### src/rtl/spidergon_pkg.sv
// Shared Spidergon definitions used by the network interface and the node router.
// Contents:
//   - flit type codes and first-hop port codes
//   - field widths (HEAD_TAIL, DIRECTION_WIDTH, NUM_OF_PORTS)
//   - helpers giving the MSB of each head-flit field
//   - NI transmit FSM state encoding
package spidergon_pkg;

    localparam int HEAD_TAIL       = 2;  // width of the flit type field
    localparam int DIRECTION_WIDTH = 2;  // width of a port code
    localparam int NUM_OF_PORTS    = 3;  // ring-facing ports: anti-clockwise, clockwise, across

    typedef enum logic [1:0] {
        FLIT_TAIL   = 2'b00,
        FLIT_HEAD   = 2'b01,
        FLIT_BODY   = 2'b10,
        FLIT_HEADER = 2'b11
    } flit_type_e;

    localparam logic [1:0] ANTI_CLOCKWISE = 2'd0;
    localparam logic [1:0] CLOCKWISE      = 2'd1;
    localparam logic [1:0] ACROSS         = 2'd2;
    localparam logic [1:0] STOP           = 2'd3;

    typedef enum logic [1:0] {
        ST_IDLE  = 2'd0,
        ST_ALLOC = 2'd1,
        ST_BODY  = 2'd2,
        ST_DRAIN = 2'd3
    } ni_state_e;

    // Head data field layout, MSB first: {vc, dest, src, zero pad}
    function automatic int head_vc_msb(input int fdw);
        return fdw - 1;
    endfunction

    function automatic int head_dest_msb(input int fdw, input int vcw);
        return fdw - 1 - vcw;
    endfunction

    function automatic int head_src_msb(input int fdw, input int vcw, input int dw);
        return fdw - 1 - vcw - dw;
    endfunction

endpackage

### src/rtl/spidergon_route_compute.sv
// Combinational first-hop routing for a Spidergon ring.
// Ports:
//   src_i  : source node index
//   dest_i : destination node index
//   port_o : first-hop port (ANTI_CLOCKWISE / CLOCKWISE / ACROSS, STOP when self-addressed)
//   self_o : destination equals source
module spidergon_route_compute
    import spidergon_pkg::*;
#(
    parameter  int NUM_OF_NODES = 8,
    localparam int DW           = $clog2(NUM_OF_NODES)
) (
    input  logic [DW-1:0]              src_i,
    input  logic [DW-1:0]              dest_i,
    output logic [DIRECTION_WIDTH-1:0] port_o,
    output logic                       self_o
);

    localparam logic [DW:0] N_W   = (DW+1)'(NUM_OF_NODES);
    localparam logic [DW:0] QTR_W = (DW+1)'(NUM_OF_NODES / 4);

    logic [DW:0] sum_s;
    logic [DW:0] rel_s;

    // Relative distance (dest - src) mod N; adding N first keeps it non-negative for any ring size
    always_comb begin
        sum_s = {1'b0, dest_i} + N_W - {1'b0, src_i};
        if (sum_s >= N_W) begin
            rel_s = sum_s - N_W;
        end else begin
            rel_s = sum_s;
        end
    end

    // Quarter ring either way goes around the ring, everything else crosses
    always_comb begin
        self_o = 1'b0;
        port_o = ACROSS;
        if (rel_s == {(DW+1){1'b0}}) begin
            self_o = 1'b1;
            port_o = STOP;
        end else if (rel_s <= QTR_W) begin
            port_o = CLOCKWISE;
        end else if (rel_s >= N_W - QTR_W) begin
            port_o = ANTI_CLOCKWISE;
        end else begin
            port_o = ACROSS;
        end
    end

endmodule

### src/rtl/spidergon_ni_packetizer.sv
// Network-interface transmitter: turns (dest, len) requests plus a payload word
// stream into HEAD/BODY/TAIL flits (single HEADER flit for empty messages) for the
// local input of one Spidergon node, with VC allocation and ON/OFF flow control.
// Ports:
//   clk, reset                      : clock, synchronous active-high reset
//   req_valid_i/req_ready_o         : request handshake; req_dest_i, req_len_i request fields
//   req_err_o                       : one-cycle pulse for a self-addressed request
//   word_valid_i/word_ready_o       : payload handshake; word_data_i payload word
//   port_vc_ready_i, port_vc_full_i : per port/VC downstream status, index port*VC+vc
//   flit_out_o                      : registered flit {type, data}; zero when not valid
//   flit_out_valid_o                : one cycle per flit
//   flit_out_port_o, flit_out_vc_o  : first-hop port and VC of the flit
module spidergon_ni_packetizer
    import spidergon_pkg::*;
#(
    parameter  int NUM_OF_NODES            = 8,
    parameter  int FLIT_DATA_WIDTH         = 16,
    parameter  int NUM_OF_VIRTUAL_CHANNELS = 2,
    parameter  int NODE_IDENTIFIER         = 0,
    parameter  int MAX_PKT_WORDS           = 15,
    localparam int DW  = $clog2(NUM_OF_NODES),
    localparam int VCW = (NUM_OF_VIRTUAL_CHANNELS > 1) ? $clog2(NUM_OF_VIRTUAL_CHANNELS) : 1,
    localparam int LW  = $clog2(MAX_PKT_WORDS + 1),
    localparam int FLIT_TOTAL_WIDTH = FLIT_DATA_WIDTH + HEAD_TAIL,
    localparam int PVW = NUM_OF_PORTS * NUM_OF_VIRTUAL_CHANNELS
) (
    input  logic                        clk,
    input  logic                        reset,
    input  logic                        req_valid_i,
    output logic                        req_ready_o,
    input  logic [DW-1:0]               req_dest_i,
    input  logic [LW-1:0]               req_len_i,
    output logic                        req_err_o,
    input  logic                        word_valid_i,
    output logic                        word_ready_o,
    input  logic [FLIT_DATA_WIDTH-1:0]  word_data_i,
    input  logic [PVW-1:0]              port_vc_ready_i,
    input  logic [PVW-1:0]              port_vc_full_i,
    output logic [FLIT_TOTAL_WIDTH-1:0] flit_out_o,
    output logic                        flit_out_valid_o,
    output logic [DIRECTION_WIDTH-1:0]  flit_out_port_o,
    output logic [VCW-1:0]              flit_out_vc_o
);

    localparam int NV       = NUM_OF_VIRTUAL_CHANNELS;
    localparam int FDW      = FLIT_DATA_WIDTH;
    localparam int VC_MSB   = head_vc_msb(FDW);
    localparam int DEST_MSB = head_dest_msb(FDW, VCW);
    localparam int SRC_MSB  = head_src_msb(FDW, VCW, DW);
    localparam logic [DW-1:0] SRC = DW'(NODE_IDENTIFIER);

    ni_state_e                     state_q, state_d;
    logic [DW-1:0]                 dest_q, dest_d;
    logic [DIRECTION_WIDTH-1:0]    port_q, port_d;
    logic [VCW-1:0]                vc_q, vc_d;
    logic [LW-1:0]                 rem_q, rem_d;
    logic                          req_err_q, req_err_d;
    logic [FLIT_TOTAL_WIDTH-1:0]   flit_q, flit_d;
    logic                          flit_valid_q, flit_valid_d;
    logic [DIRECTION_WIDTH-1:0]    flit_port_q, flit_port_d;
    logic [VCW-1:0]                flit_vc_q, flit_vc_d;

    logic [DIRECTION_WIDTH-1:0]    route_port_s;
    logic                          route_self_s;
    logic [NV-1:0]                 port_ready_s;
    logic [NV-1:0]                 port_full_s;
    logic                          vc_found_s;
    logic [VCW-1:0]                vc_pick_s;
    logic [FDW-1:0]                head_data_s;
    flit_type_e                    body_type_s;
    logic                          req_ready_s;
    logic                          word_ready_s;
    logic                          word_fire_s;

    spidergon_route_compute #(
        .NUM_OF_NODES (NUM_OF_NODES)
    ) u_route (
        .src_i  (SRC),
        .dest_i (req_dest_i),
        .port_o (route_port_s),
        .self_o (route_self_s)
    );

    // Select the ready/full vectors of the packet's latched port
    always_comb begin
        case (port_q)
            ANTI_CLOCKWISE: begin
                port_ready_s = port_vc_ready_i[NV*0 +: NV];
                port_full_s  = port_vc_full_i[NV*0 +: NV];
            end
            CLOCKWISE: begin
                port_ready_s = port_vc_ready_i[NV*1 +: NV];
                port_full_s  = port_vc_full_i[NV*1 +: NV];
            end
            ACROSS: begin
                port_ready_s = port_vc_ready_i[NV*2 +: NV];
                port_full_s  = port_vc_full_i[NV*2 +: NV];
            end
            default: begin
                port_ready_s = {NV{1'b0}};
                port_full_s  = {NV{1'b0}};
            end
        endcase
    end

    // Fixed-priority VC picker; scanning downward lets the lowest usable index win
    always_comb begin
        vc_found_s = 1'b0;
        vc_pick_s  = {VCW{1'b0}};
        for (int v = NV - 1; v >= 0; v--) begin
            if (port_ready_s[v] && !port_full_s[v]) begin
                vc_found_s = 1'b1;
                vc_pick_s  = VCW'(v);
            end else begin
                vc_found_s = vc_found_s;
            end
        end
    end

    // Head payload built from the VC being allocated this cycle
    always_comb begin
        head_data_s                    = {FDW{1'b0}};
        head_data_s[VC_MSB -: VCW]     = vc_pick_s;
        head_data_s[DEST_MSB -: DW]    = dest_q;
        head_data_s[SRC_MSB -: DW]     = SRC;
    end

    // State register
    always_ff @(posedge clk) begin
        if (reset) begin
            state_q <= ST_IDLE;
        end else begin
            state_q <= state_d;
        end
    end

    // Next-state logic
    always_comb begin
        state_d = state_q;
        case (state_q)
            ST_IDLE: begin
                if (req_valid_i) begin
                    if (!route_self_s) begin
                        state_d = ST_ALLOC;
                    end else if (req_len_i == {LW{1'b0}}) begin
                        state_d = ST_IDLE;
                    end else begin
                        state_d = ST_DRAIN;
                    end
                end else begin
                    state_d = ST_IDLE;
                end
            end
            ST_ALLOC: begin
                if (!vc_found_s) begin
                    state_d = ST_ALLOC;
                end else if (rem_q == {LW{1'b0}}) begin
                    state_d = ST_IDLE;
                end else begin
                    state_d = ST_BODY;
                end
            end
            ST_BODY, ST_DRAIN: begin
                if (rem_q == {LW{1'b0}}) begin
                    state_d = ST_IDLE;
                end else if (word_fire_s && rem_q == LW'(1)) begin
                    state_d = ST_IDLE;
                end else begin
                    state_d = state_q;
                end
            end
            default: state_d = ST_IDLE;
        endcase
    end

    // Handshake outputs; body words stall only on the allocated VC being full
    always_comb begin
        req_ready_s  = 1'b0;
        word_ready_s = 1'b0;
        case (state_q)
            ST_IDLE:  req_ready_s  = 1'b1;
            ST_ALLOC: word_ready_s = 1'b0;
            ST_BODY:  word_ready_s = !port_full_s[vc_q];
            ST_DRAIN: word_ready_s = 1'b1;
            default:  word_ready_s = 1'b0;
        endcase
    end

    assign word_fire_s  = word_valid_i & word_ready_s;
    assign req_ready_o  = req_ready_s;
    assign word_ready_o = word_ready_s;

    // Datapath next values: request latch, remaining-word counter, flit staging
    always_comb begin
        dest_d       = dest_q;
        port_d       = port_q;
        vc_d         = vc_q;
        rem_d        = rem_q;
        req_err_d    = 1'b0;
        flit_d       = {FLIT_TOTAL_WIDTH{1'b0}};
        flit_valid_d = 1'b0;
        flit_port_d  = flit_port_q;
        flit_vc_d    = flit_vc_q;
        body_type_s  = (rem_q == LW'(1)) ? FLIT_TAIL : FLIT_BODY;
        case (state_q)
            ST_IDLE: begin
                if (req_valid_i) begin
                    dest_d    = req_dest_i;
                    port_d    = route_port_s;
                    rem_d     = req_len_i;
                    req_err_d = route_self_s;
                end else begin
                    rem_d = rem_q;
                end
            end
            ST_ALLOC: begin
                if (vc_found_s) begin
                    vc_d         = vc_pick_s;
                    flit_valid_d = 1'b1;
                    flit_d       = {(rem_q == {LW{1'b0}}) ? FLIT_HEADER : FLIT_HEAD, head_data_s};
                    flit_port_d  = port_q;
                    flit_vc_d    = vc_pick_s;
                end else begin
                    vc_d = vc_q;
                end
            end
            ST_BODY: begin
                if (word_fire_s && rem_q != {LW{1'b0}}) begin
                    flit_valid_d = 1'b1;
                    flit_d       = {body_type_s, word_data_i};
                    flit_port_d  = port_q;
                    flit_vc_d    = vc_q;
                    rem_d        = rem_q - LW'(1);
                end else begin
                    rem_d = rem_q;
                end
            end
            ST_DRAIN: begin
                if (word_fire_s && rem_q != {LW{1'b0}}) begin
                    rem_d = rem_q - LW'(1);
                end else begin
                    rem_d = rem_q;
                end
            end
            default: rem_d = {LW{1'b0}};
        endcase
    end

    // Datapath and output registers; reset drops any packet in flight without a tail
    always_ff @(posedge clk) begin
        if (reset) begin
            dest_q       <= {DW{1'b0}};
            port_q       <= ANTI_CLOCKWISE;
            vc_q         <= {VCW{1'b0}};
            rem_q        <= {LW{1'b0}};
            req_err_q    <= 1'b0;
            flit_q       <= {FLIT_TOTAL_WIDTH{1'b0}};
            flit_valid_q <= 1'b0;
            flit_port_q  <= ANTI_CLOCKWISE;
            flit_vc_q    <= {VCW{1'b0}};
        end else begin
            dest_q       <= dest_d;
            port_q       <= port_d;
            vc_q         <= vc_d;
            rem_q        <= rem_d;
            req_err_q    <= req_err_d;
            flit_q       <= flit_d;
            flit_valid_q <= flit_valid_d;
            flit_port_q  <= flit_port_d;
            flit_vc_q    <= flit_vc_d;
        end
    end

    assign req_err_o        = req_err_q;
    assign flit_out_o       = flit_q;
    assign flit_out_valid_o = flit_valid_q;
    assign flit_out_port_o  = flit_port_q;
    assign flit_out_vc_o    = flit_vc_q;

endmodule

### config.mk
export PLATFORM = sky130hd
export DESIGN_NAME = spidergon_ni_packetizer
export DESIGN_NICKNAME = d
export VERILOG_FILES = /design/src/rtl/spidergon_pkg.sv /design/src/rtl/spidergon_route_compute.sv /design/src/rtl/spidergon_ni_packetizer.sv
export SDC_FILE = /design/constraint.sdc
export NUM_CORES = 1
export LEC_CHECK = 0
export BUFFER_PORTS_ARGS = -buffer_cell sky130_fd_sc_hd__buf_4
export CORE_UTILIZATION = 52
export DETAILED_ROUTE_END_ITERATION = 10
export HOLD_SLACK_MARGIN = 0.12
export PLACE_DENSITY = 0.84
export SLEW_MARGIN = 25
export SYNTH_ARGS = -nofsm -noshare
export SYNTH_HDL_FRONTEND = slang
export SYNTH_SLANG_ARGS = --single-unit
### constraint.sdc
create_clock -name clk -period 3.9 [get_ports clk]
set_clock_uncertainty 0.2 [all_clocks]
set_input_delay 0 -clock clk [delete_from_list [all_inputs] [get_ports clk]]
set_output_delay 0 -clock clk [all_outputs]
set_load 0.005 [all_outputs]
==> flow_summary.json, run 1 <==
{
  "numPortBuffers": 63,
  "ys.flop_type": "dfxtp_1",
  "relSlewSlack": 0.418,
  "fin_cells": 347,
  "vias": 2031,
  "cts_resized": 0,
  "syn-instance-count": 188,
  "clkTransAtPathRegs_ps": 130,
  "gp_congestion": 0.844,
  "cts_tree": "built",
  "dr.pass1.iters": 5,
  "ys_types": 43,
  "ios": 64,
  "grt_max_degree": 15,
  "fin_crit_sh": 0.925,
  "cts-root-buf": "clkbuf_4",
  "grt_overflow": 0,
  "irDropWorstVdd_mv": 0.264,
  "worst_ep_required_time_ps": 4010,
  "crit_fanout": 14,
  "ys_seq_area_frac": 0.426,
  "power.leakage_nw": 1.29,
  "grt_pass1_vias": 2050,
  "crit_slowest_cell": "dlygate4sd3_1",
  "worstSetupPathType": "register to register",
  "dp_cells": 287,
  "synth_area_um2": 1650,
  "hold_violations": 0,
  "dp_hpwl_um": 2810,
  "cts_max_path_buffers": 2,
  "grt_pass1_wl_um": 9910,
  "rows": 20,
  "cp_cell_sequence": "ha_1, nor2b_1, o221ai_1, a21oi_1, buf_4, nand2_1, dlygate4sd3_1, a21boi_0, dlygate4sd3_1",
  "route.detailed.wl_per_inst_um": 19.3,
  "rsz0062_at_grt": "false",
  "syn_nets": 233,
  "synth-edff-count": 0,
  "tightestPinTransition_ps": 872,
  "cp_slowest_stage_delay_ps": 580,
  "slew_viol_final": 0,
  "fp.dieH_um": 58.3,
  "hp-class": "primary input to register",
  "power.total_uw": 792,
  "final_nets": 347,
  "finalSetupViolations": 0,
  "core_um2": 3030,
  "avgSynthCellArea_um2": 8.75,
  "tns_ps": 0,
  "yosys_warnings": 0,
  "route.detailed.drc": 0,
  "worstPathArrival_ps": 3720,
  "area_growth_pct": 65.0,
  "power_density_nw_per_um2": 292,
  "status": "finished, final reports clean",
  "fin_crit_ps": 3610,
  "clock_latency_ps": 350,
  "final_util": 0.897,
  "n_antenna_cell": 0,
  "cp-start-kind": "register",
  "start_util": 0.543,
  "synthArstFlopShare": 0,
  "antenna_found_initial": 0,
  "cts_num_sinks": 35,
  "post_drt_via_cell_ratio": 5.85,
  "fp.dieW_um": 58.3,
  "cts.htree.levels": 2,
  "endpoint_kind": "register",
  "synth-seq-cells": 35,
  "cp_common_cell": "dlygate4sd3_1",
  "drt_iter0_markers": 159,
  "fmax_mhz": 277,
  "drive_gt1_frac": 0.264,
  "numCtsBuffers": 5,
  "ant_nets": 0,
  "grt_use_total": 0.399,
  "die_area_um2": 3390,
  "totalWireLength_um": 6680,
  "maxCapViolCount": 0
}
## cells by family after synthesis
| family | after synthesis | synth area share |
|---|---|---|
| AO/OA/AOI/OAI | 48 | 0.207 |
| XOR/XNOR | 1 | 0.00532 |
| adder cells (fa/ha/maj) | 6 | 0.0456 |
| buffers and inverters | 19 | 0.0471 |
| flip-flops | 35 | 0.426 |
| multiplexers | 5 | 0.0335 |
| AND/OR/NAND/NOR | 74 | 0.236 |
## layer usage
| layer | vias up | global-route usage | part of all wire |
|---|---|---|---|
| li1 | 894 | - | - |
| met1 | 911 | 0.434 | 0.37 |
| met2 | 167 | 0.667 | 0.48 |
| met3 | 59 | 0.129 | 0.11 |
| met4 | 0 | 0.259 | 0.050 |
| met5 | - | 0 | 0 |
## state kept, by name (all words and copies together), names as in the netlist
name and count:
flit_out_port_o 2, req_err_o 1, port_q 2, rem_q 4, flit_out_valid_o 1, state_q 2
vc_q 1, flit_out_o 18, dest_q 3, flit_out_vc_o 1
## cell usage after synthesis, drive strengths merged, types with 5 or more instances
| library cell | n | area share |
|---|---|---|
| ha | 6 | 0.046 |
| nand3 | 6 | 0.018 |
| and3 | 14 | 0.053 |
| nand2 | 20 | 0.046 |
| inv | 10 | 0.023 |
| dfxtp | 35 | 0.43 |
| nor2 | 11 | 0.025 |
| nor2b | 5 | 0.019 |
| a21oi | 18 | 0.055 |
| clkbuf | 7 | 0.017 |
## power by group
| group | leakage [nW] | internal, mW | switching, mW |
|---|---|---|---|
| sequential | 0.284 | 0.370 | 0.0164 |
| combinational | 0.975 | 0.103 | 0.0938 |
| clock | 0.0282 | 0.0697 | 0.138 |
| total | 1.29 | 0.543 | 0.249 |
## cell usage in the layout, fill, tap and decap left out, types with 2 or more instances in the layout
cell,Yosys,layout
a211oi_1,4,4
a21o_1,3,3
a21oi_1,18,18
a22o_1,3,3
and3_1,14,14
buf_4,1,64
clkbuf_4,0,5
dfxtp_1,35,35
dlygate4sd3_1,0,52
ha_1,6,6
inv_1,10,10
mux2i_1,4,4
nand2_1,20,20
nand2b_1,4,4
nand3_1,6,6
nor2_1,11,11
nor2b_1,5,5
nor3_1,3,3
nor3b_1,3,3
o21ai_0,4,4
o221a_2,2,2
o32ai_1,3,3
or2_2,2,2
## worst paths after layout
path | end | cells past startpoint | from | slack (ps)
worst max-delay path | flit_out_o[15]$_SDFF_PP0_ | 9 | state_q[1]$_SDFFE_PP0P_ | 290
worst min-delay path | flit_out_o[14]$_SDFF_PP0_ | 3 | word_data_i[14] | 230
worst max register to register | flit_out_o[15]$_SDFF_PP0_ | 9 | state_q[1]$_SDFFE_PP0P_ | 290
worst min register to register | flit_out_port_o[1]$_SDFFE_PP0P_ | 2 | flit_out_port_o[1]$_SDFFE_PP0P_ | 280
## stage by stage
stage / hold WS (ps) / cell area (um^2) / setup slack (ps)
3_3_place_gp: 20.6 / 2140 / 1680
4_1_cts: 162 / 2720 / 747
2_1_floorplan: -67.3 / 1650 / 1900
6_report: 226 / 2720 / 291
3_5_place_dp: 23.1 / 2140 / 1650
5_1_grt: 235 / 2720 / 204
## critical path: cells and delay by family, from the launching register on
family | cells | cell delay [ps]
adders and majority gates | 1 | 380
buffers and inverters | 3 | 1360
DFF | 1 | 460
and+or+nand+nor | 2 | 330
AOI/OAI and AO/OA | 3 | 830
## what timing repair did
item	CTS	global route
buffers inserted	0	0
endpoints found under the hold margin	32	0
hold buffers	52	0
## layout make-up
class                   count  area, um^2
repair buffers            116        1000
clock inverters             2        12.5
flip-flops and latches     35         701
inverters                  10        37.5
fillers                   125         313
well taps                  44        55.1
clock buffers               6        41.3
multi-input cells         134         867
Power figures use the tool's default switching activity.
==> run 2: changes to the inputs <==
Settings changed: GPL_TIMING_DRIVEN set to 0, PLACE_DENSITY 0.84 to 0.85.
==> flow_summary.json, run 2 (synthesis results as in run 1) <==
{
  "status": "finished, final reports clean",
  "crit_slowest_cell": "dlygate4sd3_1",
  "start_util": 0.543,
  "cts_resized": 0,
  "irDropWorstVdd_mv": 0.206,
  "crit_family": "buffers and inverters",
  "clkTransAtPathRegs_ps": 130,
  "cp_slowest_stage_delay_ps": 610,
  "whs_path_depth": 5,
  "final_cell_mix": "buf_4, dlygate4sd3_1, dfxtp_1",
  "worst_slack_ps": 386,
  "rsz0062_at_grt": "false",
  "fin_crit_sh": 0.901,
  "fp.dieH_um": 58.3,
  "route.detailed.drc": 0,
  "hp-class": "primary input to register",
  "totalWireLength_um": 7360,
  "cp_common_cell": "dlygate4sd3_1",
  "rows": 20,
  "worstPathArrival_ps": 3610,
  "cp_num_buf_inv": 3,
  "hold_start": "port_vc_ready_i[5]",
  "fmax_mhz": 285,
  "crit_fanout": 7,
  "cts.htree.levels": 2,
  "cts_setup_buffers": 0,
  "fin_cells": 356,
  "core_um2": 3030,
  "numCtsBuffers": 5,
  "area_growth_pct": 69.3,
  "grt_overflow": 0,
  "relSlewSlack": 0.612,
  "post_drt_via_cell_ratio": 6.24,
  "worst_ep_required_time_ps": 4000,
  "cts_tree": "built",
  "fin_crit_ps": 3510,
  "final_common_cell": "buf_4",
  "route.detailed.wl_per_inst_um": 20.7,
  "cp-start-kind": "register",
  "grt_pass1_wl_um": 11500,
  "slew_viol_final": 0,
  "dr.pass1.iters": 5,
  "dp_hpwl_um": 2870,
  "dp_cells": 295,
  "grt_max_degree": 13,
  "die_area_um2": 3390,
  "cp_cell_sequence": "inv_1, ha_1, nor2b_1, o221ai_1, a21oi_1, nand2_1, dlygate4sd3_1, a21boi_0, dlygate4sd3_1",
  "cp.depth": 9,
  "grt_use_total": 0.461,
  "power.leakage_nw": 1.32,
  "power.total_uw": 877,
  "cts-root-buf": "clkbuf_4",
  "fin_hold_ws_ps": 178,
  "vias": 2220,
  "drive_gt1_frac": 0.266,
  "ff2ff_path_depth": 9,
  "largest_reg_flops": 18,
  "n_antenna_cell": 0,
  "gp_congestion": 0.846,
  "tightestPinTransition_ps": 577,
  "drt_iter0_markers": 184,
  "r2r_end": "flit_out_o[15]$_SDFF_PP0_",
  "cts_max_path_buffers": 2,
  "fp.dieW_um": 58.3,
  "ant_nets": 0,
  "hold_path_end": "vc_q$_SDFFE_PP0P_",
  "cts_num_sinks": 35,
  "hold_buffers": 53,
  "timing.rr.start": "state_q[0]$_SDFFE_PP0P_",
  "final_nets": 356,
  "clock_latency_ps": 360,
  "worstSetupPathType": "register to register",
  "endpoint_kind": "register",
  "grt_pass1_vias": 2247,
  "pre_cts_ws_ps": 1620,
  "r2r_slack_ps": 390,
  "power_density_nw_per_um2": 315,
  "finalSetupViolations": 0,
  "antenna_found_initial": 0,
  "tns_ps": 0,
  "hold_violations": 0,
  "ios": 64,
  "maxCapViolCount": 0,
  "numPortBuffers": 63
}
[run 2: changes by cell type in the layout (fill, tap and decap cells not counted)]
cell	before	now
dlygate4sd3_1	52	53
clkbuf_1	1	6
buf_2	0	1
clkinvlp_4	1	0
clkinv_4	0	1
clkbuf_2	0	1
bufinv_16	0	1
[run 2: how the worst max path moves through the flow]
stage                                            endpoint                     from
after floorplan               flit_out_valid_o$_SDFF_PP0_    rem_q[0]$_SDFFE_PP0P_
after global placement          flit_out_o[17]$_SDFF_PP0_  state_q[0]$_SDFFE_PP0P_
after detailed placement  flit_out_port_o[0]$_SDFFE_PP0P_  state_q[0]$_SDFFE_PP0P_
after CTS                       flit_out_o[15]$_SDFF_PP0_  state_q[0]$_SDFFE_PP0P_
after global routing            flit_out_o[15]$_SDFF_PP0_  state_q[0]$_SDFFE_PP0P_
final                           flit_out_o[15]$_SDFF_PP0_  state_q[0]$_SDFFE_PP0P_
[run 2: area by class of cell]
class	count	area (um^2)
inverters	10	37.5
plain buffers	9	40.0
clock inverters	3	43.8
multi-input cells	134	867
clock buffers	5	37.5
fillers	106	243
well taps	44	55.1
repair buffers	116	1000
flip-flops and latches	35	701
[run 2: worst reg2reg max path: cells and delay by family (launching register included)]
kind / cells / cell delay [ps]
buffers and inverters: 3 / 1330
DFF: 1 / 370
adders and majority gates: 1 / 300
and+or+nand+nor: 2 / 350
AOI/OAI and AO/OA: 3 / 920
[run 2: metal layers]
layer,share of wire,wire [um],vias up,global-route usage
li1,-,-,918,-
met1,0.35,2590,1018,0.524
met2,0.48,3520,225,0.759
met3,0.11,786,59,0.129
met4,0.065,477,0,0.296
met5,0,0,-,0
[run 2: power breakdown]
part	switching [mW]	leakage, nW	internal, mW	total [mW]
Clock	0.149	0.0452	0.135	0.284
Combinational	0.106	0.993	0.105	0.210
Sequential	0.0126	0.284	0.371	0.383
Total	0.267	1.32	0.610	0.877
[run 2: stage by stage]
| stage | util | cell area, um^2 |
|---|---|---|
| floorplan | - | 1650 |
| global placement | 0.718 | 2170 |
| detailed placement | 0.718 | 2170 |
| CTS | 0.920 | 2790 |
| global route | 0.920 | 2790 |
| finish | 0.920 | 2790 |
==> run 3: changes to the inputs <==
Settings changed: CORE_UTILIZATION 52 to 48, PLACE_DENSITY 0.85 to 0.8.
Clock period 3.9 ns to 3.7 ns, I/O delays scaled along.
==> flow_summary.json, run 3 (synthesis results as in run 1) <==
{
  "crit_fanout": 7,
  "grt_max_degree": 13,
  "drt_iter0_markers": 215,
  "totalWireLength_um": 6620,
  "slew_viol_final": 0,
  "worstPathArrival_ps": 3610,
  "cp-start-kind": "register",
  "rsz0062_at_grt": "false",
  "maxCapViolCount": 0,
  "drive_gt1_frac": 0.268,
  "fmax_mhz": 285,
  "fin_crit_sh": 0.948,
  "fillers": 152,
  "fp.dieW_um": 60.5,
  "final_common_cell": "buf_4",
  "busiest_layer": "met2",
  "vias": 2034,
  "intPower_uw": 708,
  "cts_tree": "built",
  "combPwrFrac": 0.215,
  "met1_usage": 0.400,
  "rows": 20,
  "use_met2": 0.662,
  "hp-class": "primary input to register",
  "die_area_um2": 3670,
  "design_area_um2": 2790,
  "grt_use_total": 0.367,
  "dpl-instance-area_um2": 2170,
  "tns_ps": 0,
  "final_nets": 354,
  "power_density_nw_per_um2": 348,
  "fp.dieH_um": 60.5,
  "antenna_found_initial": 0,
  "gp_congestion": 0.848,
  "grt_overflow": 0,
  "cp_common_cell": "dlygate4sd3_1",
  "crit_slowest_cell": "dlygate4sd3_1",
  "dp_hpwl_um": 2860,
  "ios": 64,
  "finalSetupViolations": 0,
  "clock_latency_ps": 350,
  "tightestPinTransition_ps": 563,
  "core_um2": 3150,
  "final_cell_mix": "buf_4, dlygate4sd3_1, dfxtp_1",
  "irDropWorstVdd_mv": 0.328,
  "n_antenna_cell": 0,
  "numPortBuffers": 63,
  "ant_nets": 0,
  "grt_pass1_vias": 1989,
  "cts_max_path_buffers": 2,
  "dr.pass1.iters": 5,
  "numCtsBuffers": 5,
  "hold_violations": 0,
  "grt_pass1_wl_um": 9520,
  "cts_num_sinks": 35,
  "endpoint_kind": "register",
  "route.detailed.drc": 0,
  "pwr-share-clk": 0.371,
  "gr-usage-met3": 0.0832,
  "cts_setup_buffers": 0,
  "power.leakage_nw": 1.32,
  "fin_crit_ps": 3510,
  "worst_ep_required_time_ps": 3800,
  "area_growth_pct": 69.5,
  "relSlewSlack": 0.625,
  "clkTransAtPathRegs_ps": 120,
  "worstSetupPathType": "register to register",
  "cp_slowest_stage_delay_ps": 590,
  "largest_reg_flops": 18,
  "post_drt_via_cell_ratio": 5.75,
  "cp_cell_sequence": "ha_1, nor2b_1, o221ai_1, a21oi_1, nand2_1, dlygate4sd3_1, a21boi_0, dlygate4sd3_1",
  "route.detailed.wl_per_inst_um": 18.7,
  "switching_share": 0.270,
  "seqPwrFrac": 0.414,
  "start_util": 0.522,
  "p_sw_uw": 262,
  "status": "finished, final reports clean",
  "cts-root-buf": "clkbuf_4",
  "cts.htree.levels": 2
}
[run 3: cell types whose count changed in the layout (fill, tap and decap cells not counted)]
cell	before	now
clkinv_2	1	0
bufinv_16	1	2
clkinv_4	1	0
dlygate4sd3_1	53	51
clkinvlp_4	0	1
[run 3: path summary, 6_finish.rpt]
check	slack (ps)	cells after the start	endpoint	start
worst max register to register	190	8	flit_out_o[15]$_SDFF_PP0_	state_q[1]$_SDFFE_PP0P_
worst min register to register	280	2	flit_out_port_o[0]$_SDFFE_PP0P_	flit_out_port_o[0]$_SDFFE_PP0P_
worst min-delay path	210	5	vc_q$_SDFFE_PP0P_	port_vc_ready_i[5]
worst max-delay path	190	8	flit_out_o[15]$_SDFF_PP0_	state_q[1]$_SDFFE_PP0P_
[run 3: through the flow]
stage	instances	utilization	setup WS (ps)	total power [mW]	hold WS (ps)
2_1_floorplan	188	-	1700	0.502	-67.3
3_3_place_gp	295	0.689	1460	0.564	19.4
3_5_place_dp	295	0.689	1430	0.565	23.1
4_1_cts	354	0.885	520	0.939	139
5_1_grt	354	0.885	13.8	0.995	224
6_report	354	0.885	193	0.970	207
[run 3: worst max-delay path, delay by kind of cell, from the launching register on]
family / cells / cell delay [ps]
AO/OA/AOI/OAI: 3 / 940
adder cells (fa/ha/maj): 1 / 360
buffers and inverters: 2 / 1180
flip-flops: 1 / 440
AND/OR/NAND/NOR: 2 / 340
[run 3: per-layer routing]
metal	share of wire	wire [um]	vias to the layer above
li1	-	-	913
met1	0.38	2510	952
met2	0.50	3300	140
met3	0.086	569	29
met4	0.036	241	0
met5	0	0	-
[run 3: layout make-up]
cell class | count | area [um^2] | share of cell area
Clock inverter | 3 | 67.6 | 0.0242
Tap cell | 44 | 55.1 | 0.0197
Buffer | 9 | 40.0 | 0.0144
Inverter | 10 | 37.5 | 0.0135
Clock buffer | 5 | 37.5 | 0.0135
Sequential cell | 35 | 701 | 0.251
Multi-Input combinational cell | 134 | 867 | 0.311
Timing Repair Buffer | 114 | 983 | 0.353
[run 3: timing repair]
item	4_1_cts	5_1_grt
hold endpoints to repair	33	0
gates resized for setup	0	0
endpoints found under the setup margin	0	0
hold buffers	51	0
[run 3: power by group through the flow]
stage / sequential, mW / clock (mW) / combinational (mW)
6_report: 0.402 / 0.360 / 0.208
5_1_grt: 0.403 / 0.371 / 0.222
4_1_cts: 0.400 / 0.347 / 0.191
3_5_place_dp: 0.409 / 0 / 0.156
3_3_place_gp: 0.409 / 0 / 0.155
2_1_floorplan: 0.407 / 0 / 0.0953
